[config.mk]
export PLATFORM = sky130hd
export DESIGN_NAME = v850_fetch_decode
export DESIGN_NICKNAME = d
export VERILOG_FILES = /design/src/rtl/v850_pkg.sv /design/src/rtl/v850_hw_queue.sv /design/src/rtl/v850_fetch_decode.sv
export SDC_FILE = /design/constraint.sdc
export NUM_CORES = 1
export LEC_CHECK = 0
export BUFFER_PORTS_ARGS = -buffer_cell sky130_fd_sc_hd__buf_2
export CAP_MARGIN = 20
export CORE_MARGIN = 2
export CORE_UTILIZATION = 54
export CTS_CLUSTER_DIAMETER = 120
export DETAILED_ROUTE_END_ITERATION = 8
export HOLD_SLACK_MARGIN = 0.05
export PLACE_DENSITY = 0.75
export SKIP_LAST_GASP = 1
export SLEW_MARGIN = 20
export SYNTH_ARGS = -nofsm -noshare
export SYNTH_HDL_FRONTEND = slang
export SYNTH_SLANG_ARGS = --single-unit
[constraint.sdc]
create_clock -name clk -period 8.8 [get_ports clk]
set_input_delay 1.76 -clock clk [delete_from_list [all_inputs] [get_ports clk]]
set_output_delay 1.76 -clock clk [all_outputs]
set_load 0.05 [all_outputs]
[src/rtl/v850_pkg.sv]
// Shared types, opcode constants and the instruction-length rule for the V850 fetch/decode slice.
package v850_pkg;

    typedef enum logic [3:0] {
        CLS_NONE  = 4'd0,
        ALU_RR    = 4'd1,
        ALU_IMM5  = 4'd2,
        ALU_IMM16 = 4'd3,
        BCOND     = 4'd4,
        CALLT     = 4'd5,
        EXT       = 4'd6,
        MOVI32    = 4'd7,
        ILLEGAL   = 4'd8
    } ins_class_t;

    localparam logic [5:0] OP_ADD_RR = 6'b001110;
    localparam logic [5:0] OP_CMP_RR = 6'b001111;
    localparam logic [5:0] OP_AND_RR = 6'b001010;
    localparam logic [5:0] OP_ADD_I5 = 6'b010010;
    localparam logic [5:0] OP_CMP_I5 = 6'b010011;
    localparam logic [5:0] OP_ADDI   = 6'b110000;
    localparam logic [5:0] OP_ANDI   = 6'b110110;
    localparam logic [5:0] OP_MOVI32 = 6'b110001;
    localparam logic [5:0] OP_EXT    = 6'b111111;

    // Length in halfwords, judged from the first halfword only.
    function automatic logic [1:0] insn_len(input logic [15:0] h);
        if (h[10:5] == OP_MOVI32 && h[15:11] == 5'd0)
            return 2'd3;
        else if (h[10:9] == 2'b11)
            return 2'd2;
        else
            return 2'd1;
    endfunction

endpackage

[src/rtl/v850_hw_queue.sv]
// Halfword circular buffer: FETCH_HW-wide push, 3-halfword peek at the head, pop of 1..3.
module v850_hw_queue #(
    parameter int FETCH_HW    = 2,
    parameter int QUEUE_DEPTH = 8,
    localparam int AW         = $clog2(QUEUE_DEPTH)
) (
    input  logic                   clk,
    input  logic                   rst_n,
    input  logic                   clear,
    input  logic                   push,
    input  logic [16*FETCH_HW-1:0] push_data,
    input  logic                   pop,
    input  logic [1:0]             pop_len,
    output logic [47:0]            peek,
    output logic [AW:0]            count,
    output logic [AW:0]            free
);

    logic [15:0]   mem_reg [QUEUE_DEPTH];
    logic [AW:0]   wr_ptr_reg;
    logic [AW:0]   rd_ptr_reg;
    logic [AW-1:0] wr_idx [FETCH_HW];
    logic [AW-1:0] rd_idx [3];

    // Index arithmetic is done at AW bits so it wraps around the end of storage.
    generate
        for (genvar gi = 0; gi < FETCH_HW; gi++) begin : g_wr
            assign wr_idx[gi] = wr_ptr_reg[AW-1:0] + AW'(gi);
        end
        for (genvar gi = 0; gi < 3; gi++) begin : g_rd
            assign rd_idx[gi]         = rd_ptr_reg[AW-1:0] + AW'(gi);
            assign peek[16*gi +: 16]  = mem_reg[rd_idx[gi]];
        end
    endgenerate

    always_ff @(posedge clk) begin
        if (push) begin
            for (int i = 0; i < FETCH_HW; i++)
                mem_reg[wr_idx[i]] <= push_data[16*i +: 16];
        end
    end

    always_ff @(posedge clk or negedge rst_n) begin
        if (!rst_n) begin
            wr_ptr_reg <= '0;
            rd_ptr_reg <= '0;
        end else if (clear) begin
            wr_ptr_reg <= '0;
            rd_ptr_reg <= '0;
        end else begin
            if (push)
                wr_ptr_reg <= wr_ptr_reg + (AW+1)'(FETCH_HW);
            if (pop)
                rd_ptr_reg <= rd_ptr_reg + (AW+1)'(pop_len);
        end
    end

    assign count = wr_ptr_reg - rd_ptr_reg;
    assign free  = (AW+1)'(QUEUE_DEPTH) - count;

endmodule

[src/rtl/v850_fetch_decode.sv]
// V850 fetch/decode front end: queues fetched halfwords, sizes and classifies the head
// instruction and issues one registered decoded instruction per cycle.
module v850_fetch_decode
    import v850_pkg::*;
#(
    parameter int FETCH_HW    = 2,
    parameter int QUEUE_DEPTH = 8,
    parameter int PC_W        = 32
) (
    input  logic                   clk,
    input  logic                   rst_n,
    input  logic                   flush,
    input  logic [PC_W-1:0]        flush_pc,
    input  logic                   fetch_valid,
    output logic                   fetch_ready,
    input  logic [16*FETCH_HW-1:0] fetch_data,
    output logic                   dec_valid,
    input  logic                   dec_ready,
    output logic [47:0]            dec_insn,
    output logic [1:0]             dec_len,
    output logic [PC_W-1:0]        dec_pc,
    output logic [3:0]             dec_class,
    output logic [4:0]             dec_reg1,
    output logic [4:0]             dec_reg2,
    output logic [4:0]             dec_reg3
);

    localparam int AW = $clog2(QUEUE_DEPTH);

    logic [47:0]     q_peek;
    logic [AW:0]     q_count;
    logic [AW:0]     q_free;
    logic [15:0]     head;
    logic [1:0]      head_len;
    logic            can_load;
    logic            have_insn;
    logic            push;
    logic            pop;
    logic [AW+1:0]   free_next;
    logic [47:0]     cand_insn;

    logic            fetch_ready_reg;
    logic            dec_valid_reg;
    logic [47:0]     dec_insn_reg;
    logic [1:0]      dec_len_reg;
    logic [PC_W-1:0] dec_pc_reg;
    ins_class_t      dec_class_reg;
    logic [PC_W-1:0] pc_reg;

    function automatic ins_class_t classify(input logic [15:0] h, input logic [1:0] len);
        if (h[10:5] == OP_ADD_RR || h[10:5] == OP_CMP_RR || h[10:5] == OP_AND_RR)
            return ALU_RR;
        else if (h[10:5] == OP_ADD_I5 || h[10:5] == OP_CMP_I5)
            return ALU_IMM5;
        else if (h[10:5] == OP_ADDI || h[10:5] == OP_ANDI)
            return ALU_IMM16;
        else if (h[10:7] == 4'b1011)
            return BCOND;
        else if (h[15:6] == 10'b0000001000)
            return CALLT;
        else if (h[10:5] == OP_EXT)
            return EXT;
        else if (len == 2'd3)
            return MOVI32;
        else
            return ILLEGAL;
    endfunction

    v850_hw_queue #(
        .FETCH_HW    (FETCH_HW),
        .QUEUE_DEPTH (QUEUE_DEPTH)
    ) u_queue (
        .clk       (clk),
        .rst_n     (rst_n),
        .clear     (flush),
        .push      (push),
        .push_data (fetch_data),
        .pop       (pop),
        .pop_len   (head_len),
        .peek      (q_peek),
        .count     (q_count),
        .free      (q_free)
    );

    assign head      = q_peek[15:0];
    assign head_len  = insn_len(head);
    assign can_load  = !dec_valid_reg || dec_ready;
    // Issue looks only at halfwords already stored, never at this cycle's beat.
    assign have_insn = q_count >= (AW+1)'(head_len);
    assign push      = fetch_valid && fetch_ready_reg && !flush;
    assign pop       = !flush && can_load && have_insn;

    always_comb begin
        case (head_len)
            2'd3:    cand_insn = q_peek;
            2'd2:    cand_insn = {16'h0, q_peek[31:0]};
            default: cand_insn = {32'h0, q_peek[15:0]};
        endcase
    end

    always_comb begin
        free_next = {1'b0, q_free};
        if (push)
            free_next = free_next - (AW+2)'(FETCH_HW);
        if (pop)
            free_next = free_next + (AW+2)'(head_len);
        if (flush)
            free_next = (AW+2)'(QUEUE_DEPTH);
    end

    always_ff @(posedge clk or negedge rst_n) begin
        if (!rst_n) begin
            fetch_ready_reg <= 1'b1;
            dec_valid_reg   <= 1'b0;
            dec_insn_reg    <= '0;
            dec_len_reg     <= 2'd1;
            dec_pc_reg      <= '0;
            dec_class_reg   <= CLS_NONE;
            pc_reg          <= '0;
        end else begin
            fetch_ready_reg <= free_next >= (AW+2)'(FETCH_HW);
            if (flush) begin
                dec_valid_reg <= 1'b0;
                dec_class_reg <= CLS_NONE;
                pc_reg        <= flush_pc & ~PC_W'(1);
            end else if (can_load) begin
                if (have_insn) begin
                    dec_valid_reg <= 1'b1;
                    dec_insn_reg  <= cand_insn;
                    dec_len_reg   <= head_len;
                    dec_pc_reg    <= pc_reg;
                    dec_class_reg <= classify(head, head_len);
                    pc_reg        <= pc_reg + PC_W'({head_len, 1'b0});
                end else begin
                    dec_valid_reg <= 1'b0;
                    dec_class_reg <= CLS_NONE;
                end
            end
        end
    end

    assign fetch_ready = fetch_ready_reg;
    assign dec_valid   = dec_valid_reg;
    assign dec_insn    = dec_insn_reg;
    assign dec_len     = dec_len_reg;
    assign dec_pc      = dec_pc_reg;
    assign dec_class   = dec_class_reg;
    // Upper halfwords of a short instruction are zero, so reg3 reads 0 for 16-bit forms.
    assign dec_reg1    = dec_insn_reg[4:0];
    assign dec_reg2    = dec_insn_reg[15:11];
    assign dec_reg3    = dec_insn_reg[31:27];

endmodule

# Word-level counts from Yosys, hierarchy flattened
# Memory sizes are Yosys's and may differ from the RTL's.
# Index checks and enable logic that the tools add are counted.
[word_totals]
out_inout_bits = 103
elab_cells = 84
regBits = 128
in_bits = 69
mem_bits_rw = 128
mem_count = 1
[memory_table]
columns = ["memory", "words", "word_bits", "rd", "rd_ports_with_merged_regs", "wr", "line_no", "rtl"]
rows = [
  ["u_queue.mem_reg", 8, 16, 3, 0, 2, "v850_hw_queue.sv:19", "logic [15:0] mem_reg [QUEUE_DEPTH];"],
]
[classes]
eq_ne = 14
n_addsub = 10
bitwise_logic = 1
reduce_logical = 19
n_mux = 28
order_cmp = 2
[ops]
columns = ["operator", "n"]
rows = [
  ["two-way mux 32 bit", 3],
  ["case mux 48 bit (2 select lines)", 1],
  ["two-way mux 4 bit", 14],
  ["adder 32 x 3 -> 32 bit", 1],
  ["equality test 6 bit, second input constant", 4],
  ["equality test 6 x 4 -> 1 bit, second input constant", 3],
  ["two-way mux 5 bit", 3],
  ["equality test 6 x 5 -> 1 bit, second input constant", 2],
  ["equality test 10 x 4 -> 1 bit, second input constant", 1],
  ["nonzero test 2 bit", 4],
  ["adder 3 x 1 -> 3 bit, second input constant", 2],
  ["equality test 2 bit, second input constant", 3],
  ["adder 5 x 2 -> 5 bit", 1],
  ["greater-or-equal comparator 5 x 2 -> 1 bit, second input constant", 1],
  ["logical AND 1 bit", 5],
  ["logical NOT 5 bit", 1],
  ["logical OR 1 bit", 5],
  ["two-way mux 1 bit", 5],
  ["subtractor 4 x 2 -> 5 bit, second input constant", 1],
  ["adder 4 x 2 -> 4 bit", 1],
  ["adder 4 x 2 -> 4 bit, second input constant", 1],
  ["equality test 4 bit, second input constant", 1],
  ["greater-or-equal comparator 4 x 2 -> 1 bit", 1],
  ["two-way mux 2 bit", 2],
  ["7 further kinds", 8],
]

# Longest topological paths before layout
# An unclocked memory read counts as a cell.
[logic_depth]
word_depth = 15
ltp_mapped = 16
mapped_depth_nobuf = 12

# Hierarchy
# From an unflattened synthesis, not the netlist that was laid out.
[unflattened]
hier_cells = 1122
area_unflattened_um2 = 13573.0
[modules_own_cells]
columns = ["mod", "cells_per_inst", "area_per_inst_um2", "n_inst", "seq_area_each_um2"]
rows = [
  ["v850_hw_queue", 483, 7733.7, 1, 4018.9],
  ["v850_fetch_decode", 639, 5839.4, 1, 2955.3],
]

# Worst setup path before layout
# Ideal clock, no wire load.
[synth_path]
kind = "in2reg"
startpoint = "input flush"
endpoint = "memory u_queue.mem_reg[1][10], data pin"
t_arrival_ns = 3.872
slack_ns = 4.668
setup_ns = 0.260
cell_stages = 7
path_cell_list = "clkbuf_8 -> and3b_1 -> clkbuf_1 -> and2_1 -> buf_2 -> buf_1 -> mux2_2"
[synth_rtl]
columns = ["item", "line_no", "rtl"]
rows = [
  ["from (decl)", "v850_fetch_decode.sv:12", "input logic flush,"],
  ["to (decl)", "v850_hw_queue.sv:19", ""],
]

# Worst setup path after layout
[layout_path]
startpoint = "register u_queue.rd_ptr_reg[0]"
endpoint = "register dec_insn_reg[31], in the netlist dec_insn[31]"
[layout_between]
elab_chain_cells = 6
elab_cells_between_ends = 14
classes_between = "add/sub (2); order compare (1); eq/ne (4); mux (3); reduce/logical (3); memory (1)"
[layout_lines]
columns = ["item", "line_no", "rtl"]
rows = [
  ["from (decl)", "v850_hw_queue.sv:21", "logic [AW:0] rd_ptr_reg;"],
  ["from (signal assigned)", "v850_hw_queue.sv:54", "rd_ptr_reg <= rd_ptr_reg + (AW+1)'(pop_len);"],
  ["memory (8 x 16 bit) (*)", "-", ""],
  ["equality test 6 bit, or another cell as far along", "v850_pkg.sv:28", "if (h[10:5] == OP_MOVI32 && h[15:11] == 5'd0)"],
  ["logical AND 1 bit or two-way mux 2 bit (tied branches)", "v850_pkg.sv:28, v850_pkg.sv:30", ""],
  ["two-way mux 2 bit (*)", "v850_pkg.sv:28", ""],
  ["named net head_len[0]", "v850_fetch_decode.sv:34", "logic [1:0] head_len;"],
  ["greater-or-equal comparator 4 x 2 -> 1 bit or equality test 2 bit (tied branches)", "v850_fetch_decode.sv:89, v850_fetch_decode.sv:94", ""],
  ["AND reduction 3 bit (no line) or case mux 48 bit (2 select lines) (tied branches)", "-", ""],
  ["to (signal assigned)", "v850_fetch_decode.sv:129", "dec_insn_reg <= cand_insn;"],
  ["to (decl)", "v850_fetch_decode.sv:44", "logic [47:0] dec_insn_reg;"],
]
# Mark *: on every way through the listed nets, which the timed path passes. The rest lies on a longest branch.
# A chain may end at the register's enable or synchronous reset.

==> out/qor.txt <==
Mean Syn Cell Area = 12.7 sq um
Wire per inst = 20.8 microns
Area growth syn-to-layout = 11.8%
RSZ-0062 raised after global routing = no
Diode count = 0
Synth top cells by count = 174 x nand2_1, 128 x edfxtp_1, 123 x dfrtp_1
Setup CP Type = reg2reg
Share of cells above drive strength 1 = 32.6%
Req. time, crit path = 9.23 ns
Synth Area in XOR/XNOR = 2.73%
Cell with the most instances after synthesis = nand2_1
VDD IR max = 0.198 mV
Synth warn = 0
Yosys top cell area share = 28.4%
Num CTS Buffers = 26
Iter 0 DRT Violations = 975
CTS tree = built
Critical-path cell list = buf_4 > mux4_1 > mux2i_2 > nand4_2 > o31ai_1 > ha_1 > nand2b_1 > a211oi_2 > a31oi_1 > buf_4 > nand2_2 > buf_4 > nand2_1 > o21ai_0
Filler instances = 1,866
Main combinational cell family by area after synthesis = multiplexers
Layout Skew = 0.0145 ns
Kind of cell adding the most delay to the critical path = buffers and inverters
Number of global-route vias before repair = 8,882
Relative max-transition margin = 27.6%
CP Max Fanout = 63
Root Driver = clkbuf_16
Area occupied by multi-input gates = 5930 sq um
Max frequency = 168 MHz
Final std cells w/o fill = 1,508
CP max-delay cell = dfrtp_4
Synth Instances = 1,065
Clk sinks = 253
Worst-Skew Late Latency = 0.53 ns
Placeable Area = 24,500 sq um
Max reg flops = 128
Placed insts = 1,460
NumNets Final = 1,255
Dpl hpwl = 20.9 mm
DRC = 0
Clk slew on worst S/H paths = 0.06 ns
Post-synthesis compound-gate area fraction = 5.66%
Die height = 162 microns
CP Data Arrival Time = 6.37 ns
Sequential cell area = 6980 sq um
Post-DR vias/cell = 6.04
Std cell rows = 57
Largest net degree at the start of global routing = 73
Power per cell area = 354 nW/um^2
Initial Utilization = 55.4%
Synth Area in Simple Gates = 9.41%
Leakage power = 6.01 nW
CTS max path bufs = 3
Min-delay worst type = reg2reg
Cell variety after synth = 65
Mapped Area = 13,600 sq um
Dominant cell type by area after synthesis = edfxtp_1
Register bit count reported by yosys = 253
Worst slew pin tran = 1.09 ns
Grt ovf = 0
Post-CTS setup buffers = 0
Worst setup SP type = register
Vias post-DR = 9,102
Die Area = 26,400 sq um
Sequential share of the synthesized area = 51.5%
I/O Pins = 172
Place WS = 2.88 ns
Cts hold-fix bufs = 0
Antenna-violating nets left = 0
Resized cells post-CTS = 0
WP buf/inv = 3
Buffers on Ports = 169
Drt pass-1 iters = 5
Post-synthesis adder-cell area fraction = 2.25%
Final Hold Viols = 0
Count of final setup violators = 0
Setup TNS = 0 ns
Status = completed
Min Clock Period, post-route = 5.95 ns
Setup ws final = 2.85 ns
Fraction of registers with async set/reset = 49.4%
Routability cong. = 0.827
Main area contributors after synthesis = edfxtp_1 28%, dfrtp_1 23%, mux4_2 12%
Mux contribution to synthesized area = 23.5%
Total track usage = 24.1%
Number of flops mapped to enable cells by yosys = 128
Die Wd = 162 microns
Routed WL = 31.4 mm
Critical path's largest stage delay = 0.90 ns
Max H-tree Level = 1
Antenna violations before repair = 3
First-pass GRT wire length = 49.2 mm
Critical Path End Type = register
Syn nets = 1,156
Final period util = 67.6%
Max-capacitance violation count = 0
Slew Viols, Final = 0
Main synth FF type = edfxtp_1
CP most frequent cell = buf_4
## power by group
part | total [W] | switching (W) | internal (W)
Sequential | 0.00164 | 0.000198 | 0.00144
Clock | 0.00107 | 0.000447 | 0.000619
Combinational | 0.00265 | 0.00169 | 0.000957
## logic make-up (layout without fill, tap and decap cells)
kind of cell,after synthesis,in the layout
mux,204,204
other cells,1,1
simple gates,285,285
xor+xnor,39,39
fa+ha+maj,22,22
compound gates,129,129
buf+inv,132,251
flops,253,253
## area by class of cell
| type | count | share of cell area [%] |
|---|---|---|
| clock buffer | 35 | 4.66 |
| multi-input combinational | 680 | 39.1 |
| timing repair buffer | 182 | 6.24 |
| clock inverter | 13 | 0.743 |
| sequential | 253 | 46.0 |
| tap | 324 | 2.67 |
| inverter | 21 | 0.520 |
## metal layers
layer	track usage, %	vias to the layer above	share of wire (%)
li1	-	4088	-
met3	4.20	61	7.9
met4	6.76	6	2.5
met2	40.0	384	48
met5	0	-	0.13
met1	33.0	4563	41
## final timing paths
path                                                        start  cells past startpoint  slack [ns]                                 to
worst max-delay path            u_queue.rd_ptr_reg[0]$_DFFE_PN0P_                     14        2.85           dec_insn[31]$_DFFE_PN0N_
worst min-delay path                       dec_len[0]$_DFFE_PN1N_                      2        0.46             dec_len[0]$_DFFE_PN1N_
worst max register to register  u_queue.rd_ptr_reg[0]$_DFFE_PN0P_                     14        2.85           dec_insn[31]$_DFFE_PN0N_
worst min register to register             dec_len[0]$_DFFE_PN1N_                      2        0.46             dec_len[0]$_DFFE_PN1N_
max in group asynchronous                                   rst_n                      2        6.04  u_queue.rd_ptr_reg[0]$_DFFE_PN0P_
min in group asynchronous                                   rst_n                      1        1.28             pc_reg[20]$_DFFE_PN0N_
## through the flow
step / hold WS, ns / util [%] / total power, W / cell area, sq um
finish: 0.464 / 62.0 / 0.00536 / 15200
global route: 0.484 / 62.0 / 0.00566 / 15200
CTS: 0.466 / 62.0 / 0.00539 / 15200
detailed placement: 0.456 / 58.6 / 0.00432 / 14300
global placement: 0.449 / 58.6 / 0.00425 / 14300
floorplan: 0.467 / - / 0.00377 / 13600
## tightest hold or removal path, cell delays in order, from the launching register on
cell and delay (ns):
dfstp_2 0.37, nand2_1 0.05, nand2_1 0.05
## layout by cell type, fill, tap and decap left out, types with 4 or more instances in the layout
| cell type | instances |
|---|---|
| mux2_2 | 69 |
| nor4_1 | 10 |
| clkbuf_16 | 27 |
| xnor2_1 | 31 |
| buf_4 | 14 |
| buf_2 | 168 |
| nor4_2 | 4 |
| mux4_1 | 7 |
| edfxtp_1 | 128 |
| inv_1 | 18 |
| o21ai_1 | 15 |
| clkinv_1 | 7 |
| o21ai_0 | 59 |
| xor2_1 | 5 |
| and2_1 | 7 |
| ha_1 | 18 |
| nor3_1 | 13 |
| nand4_1 | 4 |
| nor2_1 | 36 |
| a21oi_1 | 23 |
| a31oi_1 | 7 |
| clkbuf_1 | 8 |
| dfrtp_1 | 121 |
| and3_1 | 5 |
| mux2i_1 | 50 |
| nand2_1 | 173 |
| mux4_2 | 73 |
| nand3_1 | 17 |
| fa_1 | 4 |
No activity file was read; power rests on OpenSTA's default activity.
